[src/rtl/pwm_fade_ctrl.sv]
// pwm_fade_ctrl -- PWM generator with a linear duty-cycle fader.
//
// A free-running counter cnt sweeps 0..PERIOD (one PWM period = PERIOD+1
// cycles). pwm_out is high while cnt < duty_cur. A start request captures a
// target duty (clamped to PERIOD+1) and the FSM walks duty_cur one LSB toward
// it every HOLD periods, always at a period boundary.
//
// Ports:
//   clk          rising-edge clock
//   rst          asynchronous active-high reset
//   en           count enable; 0 freezes cnt, hold_cnt and the fade
//   clr          synchronous abort: cnt/hold_cnt cleared, FSM to IDLE,
//                duty_cur kept, no done pulse; overrides start and en
//   start        fade request, honoured only in IDLE
//   target       requested final duty (DW bits)
//   pwm_out      registered PWM waveform
//   duty_cur     duty currently applied
//   busy         high while a fade is running
//   done         one-cycle pulse when a fade completes (or is a null fade)
//   period_tick  high in the cycle where cnt==PERIOD and en==1
module pwm_fade_ctrl #(
  parameter int unsigned PERIOD = 7,
  parameter int unsigned DW     = 4,
  parameter int unsigned HOLD   = 4
) (
  input  logic          clk,
  input  logic          rst,
  input  logic          en,
  input  logic          clr,
  input  logic          start,
  input  logic [DW-1:0] target,
  output logic          pwm_out,
  output logic [DW-1:0] duty_cur,
  output logic          busy,
  output logic          done,
  output logic          period_tick
);

  localparam int unsigned   HW        = (HOLD > 1) ? $clog2(HOLD) : 1;
  localparam logic [DW-1:0] MAX_DUTY  = DW'(PERIOD + 1);
  localparam logic [DW-1:0] CNT_LAST  = DW'(PERIOD);
  localparam logic [HW-1:0] HOLD_LAST = HW'(HOLD - 1);

  typedef enum logic {
    IDLE,
    RAMP
  } state_t;

  state_t        state;
  logic [DW-1:0] cnt;
  logic [DW-1:0] tgt;
  logic [HW-1:0] hold_cnt;

  logic [DW-1:0] cnt_nxt;
  logic [DW-1:0] duty_nxt;
  logic [DW-1:0] tgt_cap;
  logic          tick;
  logic          step;

  assign tick        = en && (cnt == CNT_LAST);
  assign period_tick = tick;

  // Requests above full-on are clamped rather than wrapped.
  assign tgt_cap = (target > MAX_DUTY) ? MAX_DUTY : target;

  // Next-state counter and duty are computed here so that pwm_out can be
  // registered from them and stay cycle-aligned with cnt/duty_cur.
  always_comb begin
    cnt_nxt  = cnt;
    duty_nxt = duty_cur;
    step     = 1'b0;
    if (clr) begin
      cnt_nxt = '0;
    end else if (en) begin
      cnt_nxt = (cnt == CNT_LAST) ? '0 : cnt + 1'b1;
    end
    // Steps happen only on the period's last cycle, so the new duty applies
    // from cnt=0 onward. In RAMP duty_cur != tgt, so the step never overshoots.
    if (!clr && (state == RAMP) && tick && (hold_cnt == HOLD_LAST)) begin
      step     = 1'b1;
      duty_nxt = (duty_cur < tgt) ? duty_cur + 1'b1 : duty_cur - 1'b1;
    end
  end

  always_ff @(posedge clk or posedge rst) begin
    if (rst) begin
      state    <= IDLE;
      cnt      <= '0;
      hold_cnt <= '0;
      duty_cur <= '0;
      tgt      <= '0;
      pwm_out  <= 1'b0;
      busy     <= 1'b0;
      done     <= 1'b0;
    end else begin
      cnt      <= cnt_nxt;
      duty_cur <= duty_nxt;
      pwm_out  <= (cnt_nxt < duty_nxt);
      done     <= 1'b0;
      if (clr) begin
        state    <= IDLE;
        hold_cnt <= '0;
        busy     <= 1'b0;
      end else begin
        case (state)
          IDLE: begin
            if (start) begin
              tgt      <= tgt_cap;
              hold_cnt <= '0;
              if (tgt_cap != duty_cur) begin
                state <= RAMP;
                busy  <= 1'b1;
              end else begin
                done <= 1'b1;
              end
            end
          end
          RAMP: begin
            if (tick) begin
              if (step) begin
                hold_cnt <= '0;
                if (duty_nxt == tgt) begin
                  state <= IDLE;
                  busy  <= 1'b0;
                  done  <= 1'b1;
                end
              end else begin
                hold_cnt <= hold_cnt + 1'b1;
              end
            end
          end
          default: begin
            state <= IDLE;
            busy  <= 1'b0;
          end
        endcase
      end
    end
  end

endmodule

[config.mk]
export PLATFORM = sky130hd
export DESIGN_NAME = pwm_fade_ctrl
export DESIGN_NICKNAME = d
export VERILOG_FILES = /design/src/rtl/pwm_fade_ctrl.sv
export SDC_FILE = /design/constraint.sdc
export NUM_CORES = 1
export LEC_CHECK = 0
export ABC_CLOCK_PERIOD_IN_PS = 2900
export CORE_MARGIN = 2
export CORE_UTILIZATION = 35
export DETAILED_ROUTE_END_ITERATION = 16
export GPL_TIMING_DRIVEN = 0
export PLACE_DENSITY = 0.55
export SLEW_MARGIN = 15
export SYNTH_ARGS = -nofsm -noshare
export SYNTH_HDL_FRONTEND = slang
export SYNTH_SLANG_ARGS = --single-unit
export TNS_END_PERCENT = 5
[constraint.sdc]
create_clock -name clk -period 2.9 [get_ports clk]
set_input_delay 0.58 -clock clk [delete_from_list [all_inputs] [get_ports clk]]
set_output_delay 0.58 -clock clk [all_outputs]
set_load 0.02 [all_outputs]
; ---- Word level (Yosys, flattened, before mapping)
; Cells that the tools add are included.
[word_totals]
ff_bits = 18
latch_bits = 0
mem_bits_rw = 0
rom_bits = 0
inputBits = 9
out_inout_bits = 8
mem_count = 0
[op_classes]
add_sub_neg = 4
multipliers = 0
div_mod_pow = 0
n_lt_le_gt_ge = 3
eq_ne = 9
shifts = 0
mux = 33
bitwise = 2
n_reduce_logical = 8
[ops]
columns = cell, count
row1 = $mux 4, 6
row2 = $mux 1, 19
row3 = $ne 3x2->1 const B, 3
row4 = $add 4x1->4 const B, 2
row5 = $lt 4x4->1, 2
row6 = $mux 2, 4
row7 = $ne 3x3->1 const B, 2
row8 = $pmux 1 s2, 3
row9 = $reduce_and 5->1, 1
row10 = $eq 4x3->1 const B, 1
row11 = $eq 4x4->1, 1
row12 = $gt 4x4->1 const B, 1
row13 = $logic_and 1x1->1, 4
row14 = $ne 4x4->1, 1
row15 = $pmux 2 s2, 1
row16 = $sub 4x1->4 const B, 1
row17 = $reduce_and 3->1, 1
row18 = $add 2x1->2 const B, 1
row19 = $eq 2x2->1 const B, 1
row20 = $not 1->1, 2
row21 = $reduce_and 2->1, 1
row22 = $logic_not 1->1, 1

; ---- Depth between registers and ports, before layout
[logic_depth]
ltp_word = 11
ltp_mapped = 14
depth_no_buf = 14

; ---- Worst setup path before layout
; OpenSTA, ideal clock, no wires.
[synth_timing]
kind = reg2reg
start = register duty_cur[1]
end = register pwm_out
arrival_time_ps = 2669
t_required_ps = 2779
setup_slack_ps = 109
path_stages_with_launch = 13
period_less_slack_ps = 2791
path_cell_list = dfrtp_1 -> ha_1 -> a2111oi_4 -> nor2_1 -> ha_1 -> a21o_2 -> a21oi_1 -> or3_1 -> and3_4 -> xnor2_1 -> ha_1 -> nor2_1 -> o2bb2ai_1
[synth_via]
elab_chain_len = 4
word_cells_on_any_way = 6
classes_between = add/sub: 2 / order compare: 2 / mux: 2
[synth_lines]
columns = element, line_no
row1 = from (decl), 33  ; output logic [DW-1:0] duty_cur,
row2 = from (signal assigned), 97  ; duty_cur <= duty_nxt;
row3 = $sub 4x1->4 (tied with other cells), 81  ; duty_nxt = (duty_cur < tgt) ? duty_cur + 1'b1 : duty_cur - 1'b1;
row4 = $mux 4, 81
row5 = $mux 4 *, 79  ; if (!clr && (state == RAMP) && tick && (hold_cnt == HOLD_LAST)) begin
row6 = $lt 4x4->1 *, 98  ; pwm_out <= (cnt_nxt < duty_nxt);
row7 = to (signal assigned), 98
row8 = to (decl), 32  ; output logic pwm_out,
; Every way passes the cells marked *; elsewhere a longest branch is shown, timed or not.
; A chain may end at the register's enable or synchronous reset.

; ---- Worst setup path in the final report
[layout_timing]
start = register tgt[1]
end = register done
[layout_via]
elab_chain_len = 9
[layout_lines]
columns = element, line_no
row1 = from (decl), 51  ; logic [DW-1:0] tgt;
row2 = from (signal assigned), 108  ; tgt <= tgt_cap;
row3 = $lt 4x4->1, 81
row4 = $mux 4, 81
row5 = $mux 4, 79
row6 = $eq 4x4->1 *, 122  ; if (duty_nxt == tgt) begin
row7 = $mux 1 *, 122
row8 = $mux 1 *, 120  ; if (step) begin
row9 = $mux 1 *, 119  ; if (tick) begin
row10 = $pmux 1 s2 *, 105  ; case (state)
row11 = $mux 1 *, 100  ; if (clr) begin
row12 = to (signal assigned), 99  ; done <= 1'b0;
row13 = to (signal assigned), 114  ; done <= 1'b1;
row14 = to (signal assigned), 125  ; done <= 1'b1;
row15 = to (decl), 35  ; output logic done,
; Marks and branches as above.

==> impl_results.md <==
- Status: complete, no violations
- Port bufs: 15
- Die Area: 4050 µm²
- CTS Sinks: 18
- Final setup TNS: 0 ns
- Mapped Avg Cell Area: roughly 10 µm²
- All-Layer GR Usage: 14.1%
- Cell taking the most area after synthesis: dfrtp_1
- CP top delay family: compound AO/OA/AOI/OAI gates
- Count of pins over their slew limit: 0
- Unrepaired setup endpoints after global routing: true
- Psw: 162 µW
- Initial antenna violation count: 0
- Max Freq: 358 MHz
- Max VDD drop: about 0.16 mV
- DRT Pass-1 Iters: 4
- Initial core utilization: 37.0%
- Post-synth top cells: 18 x dfrtp_1, 12 x inv_1, 10 x ha_1, 10 x nand2_1, 10 x nor2_1
- Vias in the first global route: 941
- CTS tree: done
- Final worst slack: 0.109 ns
- Max-cap violation count: 0
- FFs w/ async S/R, synth: 100%
- Reg2reg setup slack: 0.11 ns
- R2R depth: 11
- N_diodes: 0
- Die Ht: 63.6 µm
- Worst setup SP type: flop
- RR Startpoint: tgt[1]$_DFFE_PP0P_
- Hpwl dp: between 1500 and 2000 µm
- Critical Path End Type: flop
- Worst Hold End: tgt[2]$_DFFE_PP0P_
- Slowest cell on crit path: dfrtp_1
- Total number of vias: 929
- Dpl ws: -0.0831 ns
- Final WL: roughly 2600 µm
- Crit path required time: 3.08 ns
- Clock power frac: 21.9%
- Clock Path Buffers: 2
- Starting DRT DRC Count: 41
- Clock Latency Late Sink: roughly 0.28 ns
- Cell internal pwr: 392 µW
- Largest net degree at the start of global routing: 19
- Switching share of power: a little under 30%
- Pwr Total: about 550 µW
- WP buf/inv: 1
- Share of the synthesized area in the top cell type: 36.2%
- Worst slew margin: 53.6%
- Worst hold start: tgt[2]$_DFFE_PP0P_
- Post-DR wirelength/cell: 13.3 µm
- Seq cells post-synth: 18
- Hold WC Path Type: flop to flop
- IO Count: 17
- Crit path cell chain: inv_2, ha_4, a2111oi_4, nor2_2, ha_1, a21o_2, a21oi_2, or3_1, and3_4, xnor3_2, a31o_1
- Die extent in x: 63.6 µm
- Leak pwr: roughly 0.7 nW
- Synth Instances: 128
- Sequential share of power: 50.1%
- Most used DFF post-synth: dfrtp_1
- CP Class: flop to flop
- First-pass GRT wire length: 4420 µm
- Yosys warning total: 0
- Skew final: 0.00530 ns
- Fin nets: 170
- Syn nets: approximately 150
- Count leader, synth: dfrtp_1
- Final Non-Filler Cells: ~190
- Antenna-violating nets left: 0
- Cell area after synthesis: ~1200 µm²
- Final setup violating endpoints: 0
- Vias per cell: 4.79
- Fill cells: 345
- Final RePlAce weighted congestion: 0.771
- Worst hold path depth: 1
- Worst EP arrival: 2.97 ns
- Final number of hold-violating endpoints: 0
- Rows: 21
- GRT overflow: 0
- Synth cell types: 44
- Share of cells above drive strength 1: 19.6%
- DR DRC count: 0
- Gate power share: around 28%
- Min cycle time layout: 2.79 ns
- TritonCTS Buffers: 3
- Syn-to-layout area delta: 24.9%
- Worst Tran Pin Value: 0.696 ns
- CP startpoint: tgt[1]$_DFFE_PP0P_
- Core area: 3360 µm²
- Pwr per Cell Area: 357 nW/µm²
- Worst-path clk slew: 0.10 ns
- Reg-to-reg endpoint: done$_DFF_PP0_
- CTS H-tree lvls: 1
- CP peak stage delay: 0.41 ns
- Tcrit/Tclk final: 96.2%
- Top cells by area, synth: dfrtp_1 36%, ha_1 10%, xnor2_1 4.9%
- Placed Cells: between 150 and 200
- Part of the Yosys area used for sequential elements: a little over a third
- Crit path max fanout: 3
- CTS root buf: clkbuf_4
- Number of flops mapped to enable cells by yosys: 0
==> state kept, by name (all words and copies together) (netlist names) <==
register	count
done	1
duty_cur	4
tgt	4
hold_cnt	2
busy	1
cnt	4
state	1
pwm_out	1
==> stage by stage <==
stage | cell area, µm² | hold slack, ns | util, %
2_1_floorplan | 1240 | 0.450 | -
3_3_place_gp | 1450 | 0.471 | 43.2
3_5_place_dp | 1450 | 0.483 | 43.2
4_1_cts | 1490 | 0.509 | 44.2
5_1_grt | 1550 | 0.549 | 46.2
6_report | 1550 | 0.523 | 46.2
==> layout by cell type, fill, tap and decap left out, types with 3 or more instances in the layout <==
cell,count
or3_1,3
nor2b_1,4
nand2_1,10
nand3b_1,3
clkdlybuf4s50_1,15
a21oi_1,6
o21ai_0,4
ha_1,8
nor2_2,3
dfrtp_1,16
nor2_1,7
clkbuf_4,3
xnor2_1,6
inv_1,11
==> kinds of logic after synthesis <==
kind of cell             synth area share [%]
AND/OR/NAND/NOR                          21.3
AO/OA/AOI/OAI                            14.3
flip-flops                               36.2
buffers and inverters                    4.93
adder cells (fa/ha/maj)                  11.7
XOR/XNOR                                 8.15
multiplexers                             3.42
==> worst max path at each step <==
stage                                    to  slack (ns)  cells past startpoint
after floorplan           pwm_out$_DFF_PP0_        0.11                     12
after global placement    pwm_out$_DFF_PP0_       -0.05                     11
after detailed placement  pwm_out$_DFF_PP0_       -0.08                     12
after CTS                 pwm_out$_DFF_PP0_        0.03                     12
after global routing         done$_DFF_PP0_       -0.04                     10
final                        done$_DFF_PP0_        0.11                     11
==> metal layers <==
metal  global-route usage [%]  share of wire [%]
met5                        0                  0
met4                     6.52                2.2
met3                     2.32                2.2
met2                     21.1                 47
met1                     19.9                 48
==> layout make-up <==
class,count,area [µm²],share of cell area (%)
repair buffers,17,165,10.6
plain buffers,3,12.5,0.805
clock buffers,3,22.5,1.45
inverters,13,48.8,3.14
flip-flops and latches,18,453,29.1
well taps,46,57.6,3.70
multi-input cells,94,795,51.1
==> repair_timing <==
item,4_1_cts,5_1_grt
pin swaps,0,2
gates resized for setup,3,12
hold buffers,0,0
setup endpoints to repair,1,4
setup buffers,0,2
==> power by group through the flow <==
| stage | clock network, mW | registers, mW | logic [mW] |
|---|---|---|---|
| after global routing | 0.145 | 0.280 | 0.176 |
| after detailed placement | 0 | 0.282 | 0.139 |
| final | 0.121 | 0.278 | 0.156 |
| after CTS | 0.131 | 0.277 | 0.142 |
| after global placement | 0 | 0.282 | 0.136 |
| after floorplan | 0 | 0.281 | 0.102 |
Power figures use the tool's default switching activity.
